### config.mk
export PLATFORM = sky130hd
export DESIGN_NAME = i2s_tx_ctrl
export DESIGN_NICKNAME = d
export VERILOG_FILES = /design/src/rtl/i2s_tx_ctrl.sv
export SDC_FILE = /design/constraint.sdc
export NUM_CORES = 1
export LEC_CHECK = 0
export CAP_MARGIN = 40
export CORE_AREA = 2 2 82 84
export DETAILED_ROUTE_END_ITERATION = 16
export DIE_AREA = 0 0 84 86
export PLACE_DENSITY = 0.79
export REMOVE_ABC_BUFFERS = 1
export SLEW_MARGIN = 25
export SYNTH_ARGS = -nofsm -noshare
export SYNTH_HDL_FRONTEND = slang
export SYNTH_SLANG_ARGS = --single-unit
### constraint.sdc
create_clock -name scki -period 2.8 [get_ports scki]
set_input_delay 0.56 -clock scki [delete_from_list [all_inputs] [get_ports scki]]
set_output_delay 0.56 -clock scki [all_outputs]
set_load 0.005 [all_outputs]
### src/rtl/i2s_tx_ctrl.sv
// I2S transmit controller: divides scki into bck, sequences lrck slots and shifts stereo frames out.
// Optional saturating underrun counter output is enabled by defining I2S_UNDERRUN_CNT_EN.
module i2s_tx_ctrl #(
    parameter int DW           = 16,
    parameter int SLOT_BITS    = 32,
    parameter int SCKI_PER_BCK = 4
) (
    input  logic          scki,
    input  logic          rst,
    input  logic          en,
    input  logic          s_valid,
    output logic          s_ready,
    input  logic [DW-1:0] s_left,
    input  logic [DW-1:0] s_right,
    output logic          bck,
    output logic          lrck,
    output logic          adata,
    output logic          underrun
`ifdef I2S_UNDERRUN_CNT_EN
    ,
    output logic [15:0]   underrun_cnt
`endif
);

    localparam int FRAME_BITS = 2 * SLOT_BITS;
    localparam int DIV_W      = (SCKI_PER_BCK > 2) ? $clog2(SCKI_PER_BCK) : 1;
    localparam int BIT_W      = $clog2(FRAME_BITS);

    localparam logic [DIV_W-1:0] DIV_LAST  = DIV_W'(SCKI_PER_BCK - 1);
    localparam logic [DIV_W-1:0] DIV_HALF  = DIV_W'(SCKI_PER_BCK / 2);
    localparam logic [BIT_W-1:0] BIT_LAST  = BIT_W'(FRAME_BITS - 1);
    localparam logic [BIT_W-1:0] BIT_RIGHT = BIT_W'(SLOT_BITS);

    typedef enum logic {
        ST_IDLE = 1'b0,
        ST_RUN  = 1'b1
    } run_state_t;

    run_state_t             state_reg, state_next;
    logic [DIV_W-1:0]       div_cnt_reg, div_cnt_next;
    logic [BIT_W-1:0]       bit_cnt_reg, bit_cnt_next;
    logic                   bck_reg, bck_next;
    logic                   lrck_reg, lrck_next;
    logic                   adata_reg, adata_next;
    logic                   underrun_reg, underrun_next;
    logic                   s_ready_reg, s_ready_next;
    logic                   buf_full_reg, buf_full_next;
    logic [DW-1:0]          buf_left_reg, buf_right_reg;
    logic [FRAME_BITS-1:0]  frame_reg, frame_next;
    logic [FRAME_BITS-1:0]  frame_load;
    logic                   fall;
    logic                   boundary;
    logic                   transfer;

    // Frame bit k is the k-th bit shifted out: left MSB first, pad, then right MSB first, pad.
    generate
        for (genvar gi = 0; gi < FRAME_BITS; gi++) begin : g_frame_map
            if (gi < DW) begin : g_left
                assign frame_load[gi] = buf_left_reg[DW-1-gi];
            end else if ((gi >= SLOT_BITS) && (gi < SLOT_BITS + DW)) begin : g_right
                assign frame_load[gi] = buf_right_reg[DW-1-(gi-SLOT_BITS)];
            end else begin : g_pad
                assign frame_load[gi] = 1'b0;
            end
        end
    endgenerate

    assign transfer = s_valid & s_ready_reg;

    always_comb begin
        state_next    = en ? ST_RUN : ST_IDLE;
        div_cnt_next  = div_cnt_reg;
        bit_cnt_next  = bit_cnt_reg;
        bck_next      = bck_reg;
        lrck_next     = lrck_reg;
        adata_next    = adata_reg;
        frame_next    = frame_reg;
        fall          = 1'b0;
        boundary      = 1'b0;

        if (!en) begin
            div_cnt_next = '0;
            bit_cnt_next = '0;
            bck_next     = 1'b0;
            lrck_next    = 1'b0;
            adata_next   = 1'b0;
            frame_next   = '0;
        end else if (state_reg == ST_IDLE) begin
            // Starting up behaves like a frame wrap so the first frame is aligned to lrck.
            div_cnt_next = '0;
            bit_cnt_next = '0;
            bck_next     = 1'b0;
            lrck_next    = 1'b0;
            adata_next   = frame_reg[FRAME_BITS-1];
            boundary     = 1'b1;
        end else begin
            if (div_cnt_reg == DIV_LAST) begin
                div_cnt_next = '0;
                fall         = 1'b1;
            end else begin
                div_cnt_next = div_cnt_reg + DIV_W'(1);
            end
            bck_next = (div_cnt_next >= DIV_HALF);

            if (fall) begin
                if (bit_cnt_reg == BIT_LAST) begin
                    bit_cnt_next = '0;
                    boundary     = 1'b1;
                end else begin
                    bit_cnt_next = bit_cnt_reg + BIT_W'(1);
                end
                lrck_next = (bit_cnt_next >= BIT_RIGHT);
                // One bck of delay after the lrck edge: position 0 still carries the old frame's tail.
                if (bit_cnt_next == '0) begin
                    adata_next = frame_reg[FRAME_BITS-1];
                end else begin
                    adata_next = frame_reg[bit_cnt_next - BIT_W'(1)];
                end
            end
        end

        if (boundary) begin
            frame_next = buf_full_reg ? frame_load : '0;
        end
        underrun_next = boundary & ~buf_full_reg;

        buf_full_next = buf_full_reg;
        if (boundary) begin
            buf_full_next = 1'b0;
        end
        if (transfer) begin
            buf_full_next = 1'b1;
        end
        s_ready_next = ~buf_full_next;
    end

    always_ff @(posedge scki) begin
        if (rst) begin
            state_reg     <= ST_IDLE;
            div_cnt_reg   <= '0;
            bit_cnt_reg   <= '0;
            bck_reg       <= 1'b0;
            lrck_reg      <= 1'b0;
            adata_reg     <= 1'b0;
            underrun_reg  <= 1'b0;
            s_ready_reg   <= 1'b0;
            buf_full_reg  <= 1'b0;
            buf_left_reg  <= '0;
            buf_right_reg <= '0;
            frame_reg     <= '0;
        end else begin
            state_reg     <= state_next;
            div_cnt_reg   <= div_cnt_next;
            bit_cnt_reg   <= bit_cnt_next;
            bck_reg       <= bck_next;
            lrck_reg      <= lrck_next;
            adata_reg     <= adata_next;
            underrun_reg  <= underrun_next;
            s_ready_reg   <= s_ready_next;
            buf_full_reg  <= buf_full_next;
            frame_reg     <= frame_next;
            if (transfer) begin
                buf_left_reg  <= s_left;
                buf_right_reg <= s_right;
            end
        end
    end

`ifdef I2S_UNDERRUN_CNT_EN
    logic [15:0] underrun_cnt_reg;

    always_ff @(posedge scki) begin
        if (rst) begin
            underrun_cnt_reg <= '0;
        end else if (underrun_next && (underrun_cnt_reg != 16'hFFFF)) begin
            underrun_cnt_reg <= underrun_cnt_reg + 16'd1;
        end
    end

    assign underrun_cnt = underrun_cnt_reg;
`endif

    assign s_ready  = s_ready_reg;
    assign bck      = bck_reg;
    assign lrck     = lrck_reg;
    assign adata    = adata_reg;
    assign underrun = underrun_reg;

endmodule

==> results of run 1 <==
[worst max-delay path by stage]
| stage | startpoint | end | depth (start not counted) |
|---|---|---|---|
| floorplan | bit_cnt_reg[0] | frame_reg[0] | 8 |
| global placement | bit_cnt_reg[0] | adata | 8 |
| detailed placement | bit_cnt_reg[0] | adata | 8 |
| CTS | bit_cnt_reg[0] | adata | 8 |
| global route | bit_cnt_reg[0] | frame_reg[4] | 9 |
| finish | bit_cnt_reg[0] | adata | 8 |
[through the flow]
stage | area [sq um] | power [mW] | std cells | util, %
2_1_floorplan | 3194 | 1.223 | 357 | -
3_3_place_gp | 3766 | 1.309 | 483 | 60.00
3_5_place_dp | 3766 | 1.314 | 483 | 60.00
4_1_cts | 3998 | 2.259 | 499 | 63.68
5_1_grt | 3998 | 2.323 | 499 | 63.68
6_report | 3998 | 2.239 | 499 | 63.68
[cell usage after synthesis (2+ instances only)]
cell type and n:
dfxtp_1 78, nand2_1 76, a21oi_1 41, nor2_1 41, a22oi_1 34, clkbuf_1 20
mux2i_1 10, buf_2 7, and3_1 5, buf_1 5, o21ai_0 5, buf_6 4
inv_1 4, o311ai_0 4, or3_1 4, and2_1 3, ha_1 3, mux4_2 3
o211ai_1 3, a211oi_1 2, a221oi_1 2, a41o_1 2, mux2_2 2, nand2b_1 2
nand3_1 2, nor2b_1 2, o21a_1 2, o21ai_1 2, o221ai_1 2, o41ai_1 2
or4_1 2, or4b_1 2, xor2_1 2
[routing by layer]
| layer | global-route usage (%) | vias up | share of wire [%] |
|---|---|---|---|
| li1 | - | 1447 | - |
| met5 | 0 | - | 0 |
| met1 | 28.06 | 1395 | 47 |
| met2 | 34.04 | 98 | 47 |
| met3 | 4.524 | 12 | 4.2 |
| met4 | 8.358 | 0 | 1.5 |
[cell families after synthesis]
| kind of cell | Yosys count |
|---|---|
| multiplexers | 15 |
| buffers and inverters | 40 |
| AO/OA/AOI/OAI | 109 |
| XOR/XNOR | 4 |
| flip-flops | 78 |
| AND/OR/NAND/NOR | 144 |
| adder cells (fa/ha/maj) | 3 |
[layout make-up]
type,count,area share (%)
well taps,77,2.410
inverters,4,0.3756
clock inverters,6,2.347
multi-input cells,275,40.47
flip-flops and latches,78,39.06
clock buffers,10,3.443
repair buffers,49,11.89
[report_power, final]
group	switching [mW]	internal, mW
sequential	0.0146	1.14
clock	0.420	0.532
combinational	0.0671	0.0696
[critical path, delay by kind of cell, from the launching register on]
kind / cells / cell delay (ns)
muxes: 1 / 0.28
and+or+nand+nor: 3 / 1.00
AOI/OAI and AO/OA: 3 / 0.41
DFF: 1 / 0.40
adders and majority gates: 1 / 0.30
==> summary.txt, run 1 <==
outcome: completed
Root Driver: clkbuf_8
clk_lat worst skew: 0.35 ns
CP Launch Type: flip-flop
post-DP HPWL: 4.715 mm
RSZ-0062 raised after global routing: false
crit path cell chain: ha_1 > nand2_1 > nor2_1 > or4_1 > o211a_2 > mux2_2 > o211ai_1 > a21oi_1
Post-Synth Adder-Cell Area: 1.114%
Routed Antenna Nets: 0
critical path's largest stage delay: 0.52 ns
ys flop type: dfxtp_1
ant diodes: 0
Final setup viols: 0
max-cap violations: 0
cell taking the most area after synthesis: dfxtp_1
hold path start: div_cnt_reg[0]
vias per cell: 5.916
dpl ws: 0.3369 ns
PwrDens: 560.2 mW/mm^2
clk sinks: 78
# resized after CTS: 0
Cell Rows: 29
Post-Synth XOR/XNOR Area: 1.263%
Synth Area per Inst: 8.571 sq um
EDFF count, synth: 0
post-CTS setup buffers: 0
R2R Path Start: bit_cnt_reg[0]
area fraction in and, or, nand and nor cells after synthesis: 18.39%
Storage cell area: 0.001562 sq mm
Die Y: 86 um
IO Count: 41
Num CTS Buffers: 9
vias in the first global route: 2668
1st-iter DRT viols: 258
GRT Total Usage: 21.18%
initial antenna violation count: 0
CP Capture Type: flip-flop
async set-or-reset flop fraction in the synthesized netlist: 0%
largest family of logic cells by synthesized area: compound AO/OA/AOI/OAI gates
Seq/Total Area, Yosys: 46.36%
share of the synthesized area in the top cell type: 46.36%
Core Region: 0.006277 sq mm
Crit Reg-Reg Endpoint: adata
clk_skew: 0.005439 ns
Layout area overhead: 18.68%
clock transition at the registers of the reported paths: 0.08 ns
Hold Path Class: flip-flop to flip-flop
VDD IR max: 0.0005172 V
Lkg Pwr: 1.386 nW
layout cells sized above 1: 8.057%
routability congestion estimate: 0.9108
post-route setup slack: 0.2946 ns
via count: 2952
# hold bufs at CTS: 0
die area: 0.007224 sq mm
Setup TNS: 0 ns
first-pass GRT wire length: 12.45 mm
CTS tree: done
Critical Path Fanout Max: 12
post-synthesis cell area: 0.003368 sq mm
headroom to the max-slew limit: 57.71%
commonest non-fill, non-tap cell in the layout: dfxtp_1
CP Data Required Time: 3.03 ns
Yosys reg bits: 78
CP max stage cell: or4_1
final hold slack: 0.4361 ns
warning count from the yosys run: 0
Layout fillers: 530
Pre-antenna DRT Iters: 5
Mapped Cells: 393
max-slew violation count: 0
nets@finish: 456
mux cell area share after synthesis: 5.646%
most frequent cells in the layout: 78 x dfxtp_1, 76 x nand2_1, 41 x nor2_1, 41 x a21oi_1, 39 x clkdlybuf4s50_1
wirelength, routed: 7.242 mm
Synth Area in Compound Gates: 21.62%
DRC errors left: 0
kind of critical path: flip-flop to flip-flop
R2R cell count: 8
CTS max path bufs: 2
DR WL/cell: 14.51 um
synth top area cells: dfxtp_1 46%, nand2_1 8.5%, a22oi_1 7.6%
area of the multi-input gates: 0.001618 sq mm
R2R setup slack: 0.29 ns
Initial Util: 53.66%
count of cell types in the netlist: 48
Worst Max-Slew Pin Slew: 0.6344 ns
Die Span X: 84 um
gr ovfl total: 0
Period Utilization, post-route: 89.48%
minimum clock period: 2.505 ns
Max Clk Rate: 0.3991 GHz
max reg flops: 32
hold path endpoint: div_cnt_reg[0]
hold depth: 1
Max H-tree Level: 3
Final Hold Vio Count: 0
largest net degree at the start of global routing: 66
I/O Buffers: 40
Worst EP arrival: 2.74 ns
Power figures use the tool's default switching activity.
==> run 2, diff against run 1 <==
--- a/config.mk
+++ b/config.mk
@@ -9,6 +9,7 @@
 export CORE_AREA = 2 2 82 84
 export DETAILED_ROUTE_END_ITERATION = 16
 export DIE_AREA = 0 0 84 86
+export GPL_ROUTABILITY_DRIVEN = 0
 export PLACE_DENSITY = 0.79
 export REMOVE_ABC_BUFFERS = 1
 export SLEW_MARGIN = 25
==> run 2 against run 1 <==
  * Sequential cell count unchanged
  * First-iteration DRC count up 6.6%
  * Final cell count stayed put
  * Utilization barely moved
  * Clock skew rose by 0.0041 ns
==> summary.txt, run 2 (same netlist as run 1, synthesis figures left out) <==
post-DP HPWL: 4.773 mm (+1.2%)
routed wl met2: 3.376 mm (-0.65%)
clock transition at the registers of the reported paths: 0.08 ns (about the same)
I/O Buffers: 40 (unchanged)
met1 WL: 3.232 mm (-5.7%)
DRC errors left: 0 (unchanged)
CTS max path bufs: 2 (unchanged)
vias in the first global route: 2677 (+0.34%)
placed insts: 483 (unchanged)
CTS tree: done
clk_lat worst skew: 0.36 ns (about the same)
Root Driver: clkbuf_8
# resized after CTS: 0 (unchanged)
CP max stage cell: ha_1
critical path's largest stage delay: 0.57 ns (+0.05 ns)
clk sinks: 78 (unchanged)
via count: 2982 (+1.0%)
headroom to the max-slew limit: 57.56% (-0.15 points)
max reg flops: 32 (unchanged)
wirelength, routed: 7.233 mm (-0.12%)
max-slew violation count: 0 (unchanged)
metal3 WL: 513 um (+67%)
Final setup viols: 0 (unchanged)
Gate power share: 6.1% (about the same)
hold depth: 1 (unchanged)
Critical Path Fanout Max: 11 (-1)
CP Capture Type: flip-flop
Max Clk Rate: 0.3923 GHz (-1.7%)
switching share of power: 22.00% (-0.43 points)
non-filler cells, final: 499 (unchanged)
clock power share: 42.8% (+0.3 points)
CP Launch Type: flip-flop
post-route setup slack: 0.2509 ns (-0.04370 ns)
Initial Util: 53.66% (unchanged)
CP Data Required Time: 3.03 ns (about the same)
outcome: completed
Pre-antenna DRT Iters: 5 (unchanged)
PwrDens: 563.0 mW/mm^2 (+0.50%)
Cell Rows: 29 (unchanged)
Routed Antenna Nets: 0 (unchanged)
first-pass GRT wire length: 12.36 mm (-0.72%)
DR WL/cell: 14.49 um (-0.12%)
ant diodes: 0 (unchanged)
Worst Max-Slew Pin Slew: 0.6367 ns (+0.002229 ns)
post-layout power: 2.251 mW (+0.53%)
R2R Path Start: bit_cnt_reg[0]
WP buf/inv: 2 (+2)
kind of critical path: flip-flop to flip-flop
Seq pwr share: 51.1% (-0.2 points)
Pint: 1.756 mW (+1.1%)
vias per cell: 5.976 (+1.0%)
# hold bufs at CTS: 0 (unchanged)
largest net degree at the start of global routing: 67 (+1.5%)
Die Y: 86 um (unchanged)
CP dominant cell by count: a21oi_1
top sig layer: met4
crit path cell chain: ha_1 > buf_4 > inv_1 > o311ai_0 > a21oi_1 > mux2_2 > o211ai_1 > a21oi_1
1st-iter DRT viols: 275 (+6.6%)
R2R cell count: 8 (unchanged)
Die Span X: 84 um (unchanged)
Core Region: 0.006277 sq mm (unchanged)
Layout area overhead: 18.72% (about the same)
layout cells sized above 1: 8.531% (+0.47 points)
commonest non-fill, non-tap cell in the layout: dfxtp_1
Psw: 0.4952 mW (-1.4%)
Hold Path Class: flip-flop to flip-flop
max-cap violations: 0 (unchanged)
nets@finish: 456 (unchanged)
gr ovfl total: 0 (unchanged)
R2R setup slack: 0.25 ns (-0.04 ns)
GRT Total Usage: 21.07% (-0.11 points)
RSZ-0062 raised after global routing: false
Max H-tree Level: 3 (unchanged)
Period Utilization, post-route: 91.04% (+1.6 points)
die area: 0.007224 sq mm (unchanged)
IO Count: 41 (unchanged)
Final Hold Vio Count: 0 (unchanged)
most frequent cells in the layout: 78 x dfxtp_1, 75 x nand2_1, 41 x nor2_1, 41 x a21oi_1, 39 x clkdlybuf4s50_1
hold path start: div_cnt_reg[0]
Crit path max-delay family: compound AO/OA/AOI/OAI gates
clk_skew: 0.009561 ns (+0.004122 ns)
Setup TNS: 0 ns (unchanged)
Crit. path cell count: 8 (unchanged)
post-CTS setup buffers: 0 (unchanged)
Lkg Pwr: 1.386 nW (about the same)
hold path endpoint: div_cnt_reg[0]
initial antenna violation count: 0 (unchanged)
dpl ws: 0.1866 ns (-0.1503 ns)
Crit Reg-Reg Endpoint: adata
Worst EP arrival: 2.78 ns (+0.04 ns)
VDD IR max: 0.0003907 V (-24%)
Num CTS Buffers: 9 (unchanged)
minimum clock period: 2.549 ns (+0.04370 ns)
## run 2: changes by cell type in the layout (fill, tap and decap cells not counted)
cell,before,now
clkinv_2,0,1
ha_2,0,1
clkinv_4,2,1
buf_12,1,0
clkbuf_8,10,11
buf_8,0,1
nand2_2,0,1
inv_6,1,0
ha_1,3,2
nand2_1,76,75
## run 2: worst max path at each step
stage,start,to,slack [ns]
finish,bit_cnt_reg[0],adata,0.25
global placement,bit_cnt_reg[0],frame_reg[36],0.24
detailed placement,bit_cnt_reg[0],frame_reg[47],0.19
global route,bit_cnt_reg[0],frame_reg[47],0.09
floorplan,bit_cnt_reg[0],frame_reg[0],0.06
CTS,bit_cnt_reg[0],frame_reg[35],0.13
## run 2: per-layer routing
| layer | global-route usage (%) | up-vias |
|---|---|---|
| li1 | - | 1444 |
| met1 | 28.41 | 1398 |
| met2 | 32.80 | 121 |
| met3 | 5.679 | 19 |
| met4 | 7.625 | 0 |
| met5 | 0 | - |
## run 2: worst reg2reg max path, cell delays in order, from the launching register on
cell and delay (ns):
dfxtp_1 0.42, ha_1 0.57, buf_4 0.26, inv_1 0.14
o311ai_0 0.43, a21oi_1 0.07, mux2_2 0.29, o211ai_1 0.17
a21oi_1 0.08
## run 2: metrics by stage
| stage | util, % | hold WS, ns | cell area, sq um |
|---|---|---|---|
| CTS | 63.62 | 0.4349 | 3994 |
| detailed placement | 59.92 | 0.4238 | 3761 |
| global placement | 59.68 | 0.4145 | 3746 |
| floorplan | - | 0.4017 | 3194 |
| global route | 63.70 | 0.4511 | 3999 |
| finish | 63.70 | 0.4307 | 3999 |
## run 2: cell type report
class / count / area, sq um
tap: 77 / 96.34
fill: 534 / 2278
clock buffer: 11 / 151.4
inverter: 4 / 15.01
multi-input combinational: 275 / 1623
clock inverter: 5 / 81.33
sequential: 78 / 1562
timing repair buffer: 49 / 470.5
## run 2: power groups by stage
stage               sequential [mW]  combinational, mW  clock [mW]
finish                         1.15              0.137       0.964
global route                   1.15              0.152        1.03
CTS                            1.15              0.139       0.970
detailed placement             1.18              0.137           0
global placement               1.18              0.133           0
floorplan                      1.17             0.0513           0
